$ cat src/rtl/music_beat_sequencer_pkg.sv
// Shared constants for the beat sequencer: FSM state codes, tempo select codes, beat index width.
package music_pkg;

  localparam int unsigned BEAT_W = 12;

  localparam logic [1:0] ST_STOP  = 2'b00;
  localparam logic [1:0] ST_PLAY  = 2'b01;
  localparam logic [1:0] ST_PAUSE = 2'b10;

  // Beat period multiplier relative to BASE_DIV: x2, x1, x1/2, x1/4
  localparam logic [1:0] TEMPO_SLOW    = 2'd0;
  localparam logic [1:0] TEMPO_BASE    = 2'd1;
  localparam logic [1:0] TEMPO_FAST    = 2'd2;
  localparam logic [1:0] TEMPO_FASTEST = 2'd3;

endpackage

$ cat src/rtl/music_beat_sequencer_if.sv
// Control/status bundle between the button front end, the sequencer and the tone lookup.
// MUSIC_STEP_EN adds the single-step pulse used while paused.
interface music_beat_sequencer_if;
  import music_pkg::*;

  logic              play;
  logic              pause;
  logic              stop;
  logic              loop_en;
  logic [1:0]        tempo_sel;
`ifdef MUSIC_STEP_EN
  logic              step;
`endif
  logic [BEAT_W-1:0] beat_num;
  logic              en;
  logic              beat_tick;
  logic              done;
  logic [1:0]        state_o;

`ifdef MUSIC_STEP_EN
  modport master (output play, pause, stop, loop_en, tempo_sel, step,
                  input  beat_num, en, beat_tick, done, state_o);
  modport slave  (input  play, pause, stop, loop_en, tempo_sel, step,
                  output beat_num, en, beat_tick, done, state_o);
`else
  modport master (output play, pause, stop, loop_en, tempo_sel,
                  input  beat_num, en, beat_tick, done, state_o);
  modport slave  (input  play, pause, stop, loop_en, tempo_sel,
                  output beat_num, en, beat_tick, done, state_o);
`endif

endinterface

$ cat src/rtl/music_beat_sequencer_beat_divider.sv
// Beat-period divider: counts clk cycles while running and flags the last cycle of each beat.
module beat_divider
  import music_pkg::*;
#(
  parameter int unsigned BASE_DIV = 25_000_000,
  parameter int unsigned CNT_W    = 32
) (
  input  logic       clk,
  input  logic       rst_n,
  input  logic       i_run,
  input  logic       i_clear,
  input  logic [1:0] i_tempo_sel,
  output logic       o_tick_c
);

  localparam logic [CNT_W-1:0] BASE = CNT_W'(BASE_DIV);

  logic [CNT_W-1:0] r_cnt;
  logic [CNT_W-1:0] w_period;
  logic [CNT_W-1:0] w_limit;
  logic             w_wrap;

  // Period from tempo select, shifts only
  always_comb begin
    w_period = BASE;
    case (i_tempo_sel)
      TEMPO_SLOW: w_period = BASE << 1;
      TEMPO_BASE: w_period = BASE;
      TEMPO_FAST: w_period = BASE >> 1;
      default:    w_period = BASE >> 2;
    endcase
  end

  // >= compare so a tempo speed-up past the current count ticks immediately
  assign w_limit  = w_period - CNT_W'(1);
  assign w_wrap   = (r_cnt >= w_limit);
  assign o_tick_c = i_run & ~i_clear & w_wrap;

  always_ff @(posedge clk or negedge rst_n) begin
    if (!rst_n) begin
      r_cnt <= '0;
    end else if (i_clear) begin
      r_cnt <= '0;
    end else if (i_run) begin
      r_cnt <= w_wrap ? '0 : r_cnt + CNT_W'(1);
    end
  end

endmodule

$ cat src/rtl/music_beat_sequencer.sv
// Transport controller producing beat index and play enable for the tone lookup.
// Optional MUSIC_STEP_EN: single-step the beat while paused.
module music_beat_sequencer
  import music_pkg::*;
#(
  parameter int unsigned BASE_DIV = 25_000_000,
  parameter int unsigned BEAT_LEN = 64,
  parameter int unsigned CNT_W    = 32
) (
  input  logic                  clk,
  input  logic                  rst_n,
  music_beat_sequencer_if.slave bus
);

  logic [1:0]        r_state;
  logic [BEAT_W-1:0] r_beat;
  logic              r_en;
  logic              r_tick;
  logic              r_done;

  logic [1:0]        w_state_nxt;
  logic [BEAT_W-1:0] w_beat_nxt;
  logic              w_tick_nxt;
  logic              w_done_nxt;
  logic              w_cmd_stop;
  logic              w_cmd_pause;
  logic              w_cmd_play;
  logic              w_run;
  logic              w_clear;
  logic              w_step_go;
  logic              w_div_tick;
  logic              w_adv;
  logic              w_last;

  // Resolve coincident pulses: stop > pause > play
  assign w_cmd_stop  = bus.stop;
  assign w_cmd_pause = bus.pause & ~bus.stop;
  assign w_cmd_play  = bus.play & ~bus.pause & ~bus.stop;

`ifdef MUSIC_STEP_EN
  assign w_step_go = (r_state == ST_PAUSE) & bus.step & ~bus.stop & ~bus.pause & ~bus.play;
`else
  assign w_step_go = 1'b0;
`endif

  assign w_run   = (r_state == ST_PLAY) & ~bus.stop & ~bus.pause;
  assign w_clear = ((r_state != ST_PLAY) & (r_state != ST_PAUSE)) | w_cmd_stop | w_step_go;
  assign w_adv   = w_div_tick | w_step_go;
  assign w_last  = (r_beat == BEAT_W'(BEAT_LEN - 1));

  beat_divider #(
    .BASE_DIV (BASE_DIV),
    .CNT_W    (CNT_W)
  ) u_div (
    .clk         (clk),
    .rst_n       (rst_n),
    .i_run       (w_run),
    .i_clear     (w_clear),
    .i_tempo_sel (bus.tempo_sel),
    .o_tick_c    (w_div_tick)
  );

  always_comb begin
    w_state_nxt = r_state;
    w_beat_nxt  = r_beat;
    w_tick_nxt  = 1'b0;
    w_done_nxt  = 1'b0;
    case (r_state)
      ST_PLAY: begin
        if (w_cmd_stop) begin
          w_state_nxt = ST_STOP;
          w_beat_nxt  = '0;
        end else if (w_cmd_pause) begin
          w_state_nxt = ST_PAUSE;
        end
      end
      ST_PAUSE: begin
        if (w_cmd_stop) begin
          w_state_nxt = ST_STOP;
          w_beat_nxt  = '0;
        end else if (w_cmd_play) begin
          w_state_nxt = ST_PLAY;
        end
      end
      default: begin
        w_beat_nxt  = '0;
        w_state_nxt = w_cmd_play ? ST_PLAY : ST_STOP;
      end
    endcase
    // Beat advance from a divider tick or a step; terminal beat wraps and may end a one-shot
    if (w_adv) begin
      w_tick_nxt = 1'b1;
      if (w_last) begin
        w_done_nxt = 1'b1;
        w_beat_nxt = '0;
        if (!bus.loop_en) begin
          w_state_nxt = ST_STOP;
        end
      end else begin
        w_beat_nxt = r_beat + BEAT_W'(1);
      end
    end
  end

  always_ff @(posedge clk or negedge rst_n) begin
    if (!rst_n) begin
      r_state <= ST_STOP;
      r_beat  <= '0;
      r_en    <= 1'b0;
      r_tick  <= 1'b0;
      r_done  <= 1'b0;
    end else begin
      r_state <= w_state_nxt;
      r_beat  <= w_beat_nxt;
      r_en    <= (w_state_nxt == ST_PLAY);
      r_tick  <= w_tick_nxt;
      r_done  <= w_done_nxt;
    end
  end

  assign bus.beat_num  = r_beat;
  assign bus.en        = r_en;
  assign bus.beat_tick = r_tick;
  assign bus.done      = r_done;
  assign bus.state_o   = r_state;

endmodule

$ cat src/flat_wrapper.sv
// flat-port wrapper written by rule: the top's interface ports become plain ports
module music_beat_sequencer_flat import music_pkg::*;
#(
  parameter int unsigned BASE_DIV = 25_000_000,
  parameter int unsigned BEAT_LEN = 64,
  parameter int unsigned CNT_W    = 32
)
  (clk, rst_n, bus_play, bus_pause, bus_stop, bus_loop_en, bus_tempo_sel, bus_beat_num, bus_en, bus_beat_tick, bus_done, bus_state_o);
  music_beat_sequencer_if bus_i ();
  input  logic clk;
  input  logic rst_n;
  input wire logic [$bits(bus_i.play)-1:0] bus_play;
  input wire logic [$bits(bus_i.pause)-1:0] bus_pause;
  input wire logic [$bits(bus_i.stop)-1:0] bus_stop;
  input wire logic [$bits(bus_i.loop_en)-1:0] bus_loop_en;
  input wire logic [$bits(bus_i.tempo_sel)-1:0] bus_tempo_sel;
  output wire logic [$bits(bus_i.beat_num)-1:0] bus_beat_num;
  output wire logic [$bits(bus_i.en)-1:0] bus_en;
  output wire logic [$bits(bus_i.beat_tick)-1:0] bus_beat_tick;
  output wire logic [$bits(bus_i.done)-1:0] bus_done;
  output wire logic [$bits(bus_i.state_o)-1:0] bus_state_o;
  assign bus_i.play = bus_play;
  assign bus_i.pause = bus_pause;
  assign bus_i.stop = bus_stop;
  assign bus_i.loop_en = bus_loop_en;
  assign bus_i.tempo_sel = bus_tempo_sel;
  assign bus_beat_num = bus_i.beat_num;
  assign bus_en = bus_i.en;
  assign bus_beat_tick = bus_i.beat_tick;
  assign bus_done = bus_i.done;
  assign bus_state_o = bus_i.state_o;
  music_beat_sequencer #(.BASE_DIV(BASE_DIV), .BEAT_LEN(BEAT_LEN), .CNT_W(CNT_W)) u_core (.clk(clk), .rst_n(rst_n), .bus(bus_i));
endmodule
$ cat config.mk
export PLATFORM = sky130hd
export DESIGN_NAME = music_beat_sequencer_flat
export DESIGN_NICKNAME = d
export VERILOG_FILES = /design/src/rtl/music_beat_sequencer_pkg.sv /design/src/rtl/music_beat_sequencer_if.sv /design/src/rtl/music_beat_sequencer_beat_divider.sv /design/src/rtl/music_beat_sequencer.sv /design/src/flat_wrapper.sv
export SDC_FILE = /design/constraint.sdc
export NUM_CORES = 1
export LEC_CHECK = 0
export CAP_MARGIN = 20
export CORE_MARGIN = 1.5
export CORE_UTILIZATION = 40
export CTS_CLUSTER_DIAMETER = 120
export DETAILED_ROUTE_END_ITERATION = 16
export PLACE_DENSITY = 0.66
export RECOVER_POWER = 25
export SLEW_MARGIN = 15
export SYNTH_ARGS = -nofsm -noshare
export SYNTH_HDL_FRONTEND = slang
export SYNTH_SLANG_ARGS = --single-unit
$ cat constraint.sdc
create_clock -name clk -period 2.5 [get_ports clk]
set_input_delay 0.5 -clock clk [delete_from_list [all_inputs] [get_ports clk]]
set_output_delay 0.5 -clock clk [all_outputs]
set_load 0.01 [all_outputs]
# After elaboration in Yosys (flattened, before gate mapping)
# Index checks and enable logic that the tools add are counted.
[op_classes]
muxes = 20
eq_ne = 9
n_reduce_logical = 3
bitwise = 12
magnitude_cmp = 1
addsub = 3
[ops]
columns = ["operator", "count"]
rows = [
  ["$mux W32", 3],
  ["$pmux W26 S3", 1],
  ["$mux W12", 4],
  ["$add A32 B1 Y32 const B", 1],
  ["$ge A32 B32 Y1", 1],
  ["$sub A26 B1 Y27 const B", 1],
  ["$mux W2", 7],
  ["$add A12 B1 Y12 const B", 1],
  ["$eq A12 B6 Y1 const B", 1],
  ["$and A1 B1 Y1", 8],
  ["$eq A2 B1 Y1 const B", 3],
  ["$eq A2 B2 Y1 const B", 2],
  ["$mux W1", 4],
  ["$pmux W2 S2", 1],
  ["$ne A3 B1 Y1 const B", 1],
  ["$not A1 Y1", 3],
  ["$logic_not A2 Y1", 1],
  ["$ne A2 B1 Y1 const B", 1],
  ["$ne A2 B2 Y1 const B", 1],
  ["$reduce_bool A2 Y1", 1],
  ["$reduce_or A2 Y1", 1],
  ["$or A1 B1 Y1", 1],
]
[word_totals]
register_bits = 49

# Longest topological paths before layout
[logic_depth]
depth_word = 10
depth_mapped = 14

# Hierarchy
# A second synthesis with hierarchy kept.
[unflattened]
cells_unflattened = 374
hier_area_um2 = 3290.7
[by_module_without_submodules]
columns = ["mod", "area_per_inst_um2", "cells_per_inst", "seq_area_each_um2", "n_inst"]
rows = [
  ["beat_divider", 2338.5, 271, 800.8, 1],
  ["music_beat_sequencer", 952.2, 103, 425.4, 1],
]

# Worst setup path after synthesis
# OpenSTA, ideal clock, no wires.
[synth_path]
path_type = "input-to-reg"
from = "input port bus_tempo_sel[0]"
to = "register u_core.r_beat[6], in the netlist u_core.bus.beat_num[6]"
setup_slack_ns = -0.296
t_arrival_ns = 2.719
path_buffers = 1
path_stages = 12
t_required_ns = 2.422
path_cell_list = "and2_1 -> inv_1 -> ha_1 -> ha_1 -> a21o_1 -> a211oi_1 -> a21oi_1 -> o21a_4 -> o21ai_2 -> clkbuf_1 -> o21ai_0 -> a21oi_1"
[synth_via]
elab_chain_len = 6
elab_cells_between_ends = 9
[synth_rtl]
columns = ["item", "line", "text"]
rows = [
  ["start, declared", "flat_wrapper.sv:16", "input wire logic [$bits(bus_i.tempo_sel)-1:0] bus_tempo_sel;"],
  ["$eq A2 B2 Y1 (tied with other cells)", "music_beat_sequencer_beat_divider.sv:26", "case (i_tempo_sel)"],
  ["$pmux W26 S3 (*)", "music_beat_sequencer_beat_divider.sv:26", ""],
  ["$sub A26 B1 Y27 (*)", "music_beat_sequencer_beat_divider.sv:35", "assign w_limit = w_period - CNT_W'(1);"],
  ["$ge A32 B32 Y1 (*)", "music_beat_sequencer_beat_divider.sv:36", "assign w_wrap = (r_cnt >= w_limit);"],
  ["$and A1 B1 Y1 (*)", "music_beat_sequencer_beat_divider.sv:37", "assign o_tick_c = i_run & ~i_clear & w_wrap;"],
  ["$ne A3 B1 Y1 (no line) or $mux W12 (tied branches)", "n/a", ""],
  ["end signal, assigned", "music_beat_sequencer.sv:114", "r_beat <= w_beat_nxt;"],
  ["end, declared", "music_beat_sequencer.sv:16", "logic [BEAT_W-1:0] r_beat;"],
]
# Mark *: on every way between the ends. The rest lies on a longest branch, timed or not.
# A chain may end at the register's enable or synchronous reset.

# Worst setup path after layout
[layout_path]
from = "input port bus_tempo_sel[0]"
to = "register u_core.r_beat[8], in the netlist u_core.bus.beat_num[8]"
[layout_via]
elab_chain_len = 6
elab_cells_between_ends = 9
[layout_rtl]
columns = ["item", "line", "text"]
rows = [
  ["$eq A2 B2 Y1 (tied with other cells)", "music_beat_sequencer_beat_divider.sv:26", ""],
  ["$pmux W26 S3 (*)", "music_beat_sequencer_beat_divider.sv:26", ""],
  ["$sub A26 B1 Y27 (*)", "music_beat_sequencer_beat_divider.sv:35", ""],
  ["$ge A32 B32 Y1 (*)", "music_beat_sequencer_beat_divider.sv:36", ""],
  ["$and A1 B1 Y1 (*)", "music_beat_sequencer_beat_divider.sv:37", ""],
  ["via u_core.u_div.o_tick_c", "music_beat_sequencer_beat_divider.sv:13", "output logic o_tick_c"],
  ["$ne A3 B1 Y1 (no line) or $mux W12 (tied branches)", "n/a", ""],
]
# Mark *: on every way through the listed nets, which the timed path passes. The rest lies on a longest branch.

==> results.ini <==
[synthesis]
synth_top_family_by_area = simple AND/OR/NAND/NOR gates
synth_area_leaders = dfrtp_1 40%, ha_1 10%, a21oi_1 5.0%
ys_warn_count = 0
synthTopCellsByCount = 49 x dfrtp_1, 30 x a21oi_1, 27 x nand2_1
synth-adder-area-share_pct = 10.3
muxShareOfSynthArea_pct = 0
ys_ff_latch = 49
syn-num-nets = 372
synth-simple-area-share_pct = 25.0
synthCells = 339
synthesis.area_sq_mm = 0.00303
synth_async_sr_flop_share_pct = 100
ys_seq_area_share_pct = 40.5
synth.distinct_cells = 45
synth_top_area_share_pct = 40.5
yosysMostFrequentCell = dfrtp_1
syn_avg_cell_area_sq_um = 8.94
yosys_most_used_dff = dfrtp_1
synth_top_area_cell = dfrtp_1
synth-compound-area-share_pct = 19.4
synth-edff-count = 0
synth_xor_area_share_pct = 1.16

[critical_path]
slowest_stage = ha_4
cpPeakStageDelay_ps = 260
crit_chain = buf_4 > and2_4 > inv_4 > ha_4 > ha_4 > a21o_1 > a211oi_2 > a21oi_2 > o21a_4 > o21ai_4 > or2_4 > inv_2 > a22o_1
required_ps = 2720
startpoint_type = primary input
crit_arrival_ps = 2650
cp_max_fo = 6
crit_top_cell = ha_4
cp-end-kind = flop
critPathKind = primary input to flop

[clock_network]
cts_buffers = 5
hold_buffers = 0
clkSlewWorstSetupHoldPaths_ps = 110
cts_root_buf = clkbuf_8
clk_latency_ps = 320
cts_tree = built
htree_levels = 2
ctsLongestPathBuffers = 2
cts.sinks = 49

[finish]
drive_gt1_share_pct = 18.2
layout.nets = 428
regArea_sq_mm = 0.00123
multi_input_area_sq_mm = 0.00183
utilization_pct = 52.9
fillers = 684
diodes = 0
syn_to_final_growth_pct = 27.4

[global_route]
grt_pass1_vias = 2681
grt_pass1_wl_mm = 13.3
antenna_found_initial = 0
gr-total-overflow = 0
grt_max_degree = 30
track_usage_pct = 20.1

[pwr]
total_power_uw = 1420
p_sw_share_pct = 26.2
power.internal_uw = 1050
power_switching_uw = 371
p_clk_share_pct = 35.7
ir_worst_vdd_mv = 0.220
powerDensity_mw_per_mm2 = 368
leakagePower_uw = 0.00171
combPwrFrac_pct = 8.4
seqPwrFrac_pct = 55.9

[timing]
hold_viol = 0
layout_min_cycle_time_ps = 2420
finalCritPeriodShare_pct = 96.9
layout_setup_ws_ps = 77.8
rsz0062_at_grt = false
slew_headroom_pct = 30.6
setup_viol = 0
setup_tns_ps = 0
skew_ps = 15.0
whs_ps = 341
fmax_mhz = 413
tightest_slew_ps = 1040
slew_viol_final = 0

[place]
place_congestion = 0.861
place_ws_ps = -773
dp_hpwl_mm = 5.69
portBuffers = 24

[floorplan]
rows = 31
die_y_microns = 90.0
io_pins = 25
design.die.area_sq_mm = 0.00810
die_w_microns = 90.0
core-area_sq_mm = 0.00729
initial_core_util_pct = 41.5

[worst_hold_path]
hold_path.class = primary input to async pin

[detailed_routing]
viasPerCell = 5.64
routed-via-count = 2793
drc = 0
routed_wl_mm = 7.80
wl_per_cell_microns = 15.8
drtIter0Drc = 212
final_antenna_net_count = 0
drt_pre_antenna_iters = 5

[run_status]
status = completed

[run]
maxCapViolCount = 0

worst paths after layout:
kind                                    startpoint                       to  slack, ps  depth (start not counted)
max                               bus_tempo_sel[0]   u_core.bus.beat_num[8]         80                         13
min                                          rst_n   u_core.u_div.r_cnt[20]        340                          1
max reg2reg                 u_core.u_div.r_cnt[18]   u_core.bus.beat_num[6]        170                          7
min reg2reg                u_core.bus.beat_num[11]  u_core.bus.beat_num[11]        490                          1
max in group asynchronous                    rst_n   u_core.u_div.r_cnt[11]        970                          2
min in group clk           u_core.bus.beat_num[11]  u_core.bus.beat_num[11]        490                          1
routing by layer:
metal | GRT usage (%) | wire length (microns)
met4 | 5.95 | 89
met1 | 28.0 | 3720
met5 | 0 | 0
met3 | 4.15 | 387
met2 | 31.6 | 3600
through the flow:
step	std cells	instance area, sq um
finish	495	3860
floorplan	339	3100
global route	495	3860
global placement	485	3660
detailed placement	485	3660
CTS	494	3780
logic make-up (layout without fill, tap and decap cells):
| group | Yosys count | in the layout |
|---|---|---|
| AND/OR/NAND/NOR | 138 | 138 |
| AO/OA/AOI/OAI | 95 | 95 |
| flip-flops | 49 | 49 |
| buffers and inverters | 27 | 84 |
| adder cells (fa/ha/maj) | 25 | 25 |
| XOR/XNOR | 4 | 4 |
| other | 1 | 1 |
placed cells by master (no fill, tap or decap), types with 2 or more instances in the layout:
| cell | n |
|---|---|
| a21o_1 | 4 |
| or3_1 | 9 |
| o21ai_1 | 2 |
| ha_1 | 20 |
| a21oi_1 | 27 |
| nand3_1 | 18 |
| a31oi_1 | 15 |
| a21oi_2 | 3 |
| o31ai_1 | 5 |
| nor2_1 | 16 |
| nand2_1 | 26 |
| nand2b_1 | 5 |
| clkbuf_1 | 2 |
| o211ai_1 | 3 |
| and4_1 | 4 |
| nor3_1 | 8 |
| dfrtp_1 | 49 |
| clkbuf_8 | 5 |
| o21bai_1 | 3 |
| inv_1 | 12 |
| clkdlybuf4s50_1 | 21 |
| o21ai_0 | 19 |
| and2_1 | 3 |
| buf_6 | 4 |
| buf_4 | 32 |
| a22o_1 | 2 |
| xor2_1 | 3 |
| inv_2 | 3 |
| nor2b_1 | 4 |
| ha_4 | 5 |
| or4_1 | 2 |
| nand4_1 | 11 |
| and3_1 | 18 |
worst max-delay path: cells and delay by family:
family          cells  cell delay, ps
compound gates      6            1110
buf+inv             3             210
simple gates        2             350
fa+ha+maj           2             460
flip-flops by register name (all words and copies together), names as in the netlist:
register,flops
u_core.bus.beat_tick,1
u_core.u_div.r_cnt,32
u_core.bus.done,1
u_core.bus.en,1
u_core.bus.state_o,2
u_core.bus.beat_num,12
what timing repair did:
action,4_1_cts,5_1_grt
gates resized for setup,18,15
pin swaps,9,14
setup buffers,1,1
endpoints found under the setup margin,44,30
final cells by class:
type	count	area share (%)
Multi-Input combinational cell	263	47.4
Sequential cell	49	31.8
Timing Repair Buffer	60	13.5
Tap cell	99	3.21
Clock buffer	5	1.78
Inverter	16	1.62
Clock inverter	3	0.648
power groups by stage:
| stage | Sequential, uW | Clock, uW | Combinational, uW |
|---|---|---|---|
| after CTS | 794 | 515 | 115 |
| after floorplan | 810 | 0 | 46.4 |
| after global placement | 810 | 0 | 108 |
| after detailed placement | 810 | 0 | 112 |
| after global routing | 794 | 545 | 134 |
| final | 794 | 506 | 120 |
(Power assumes the default switching activity.)
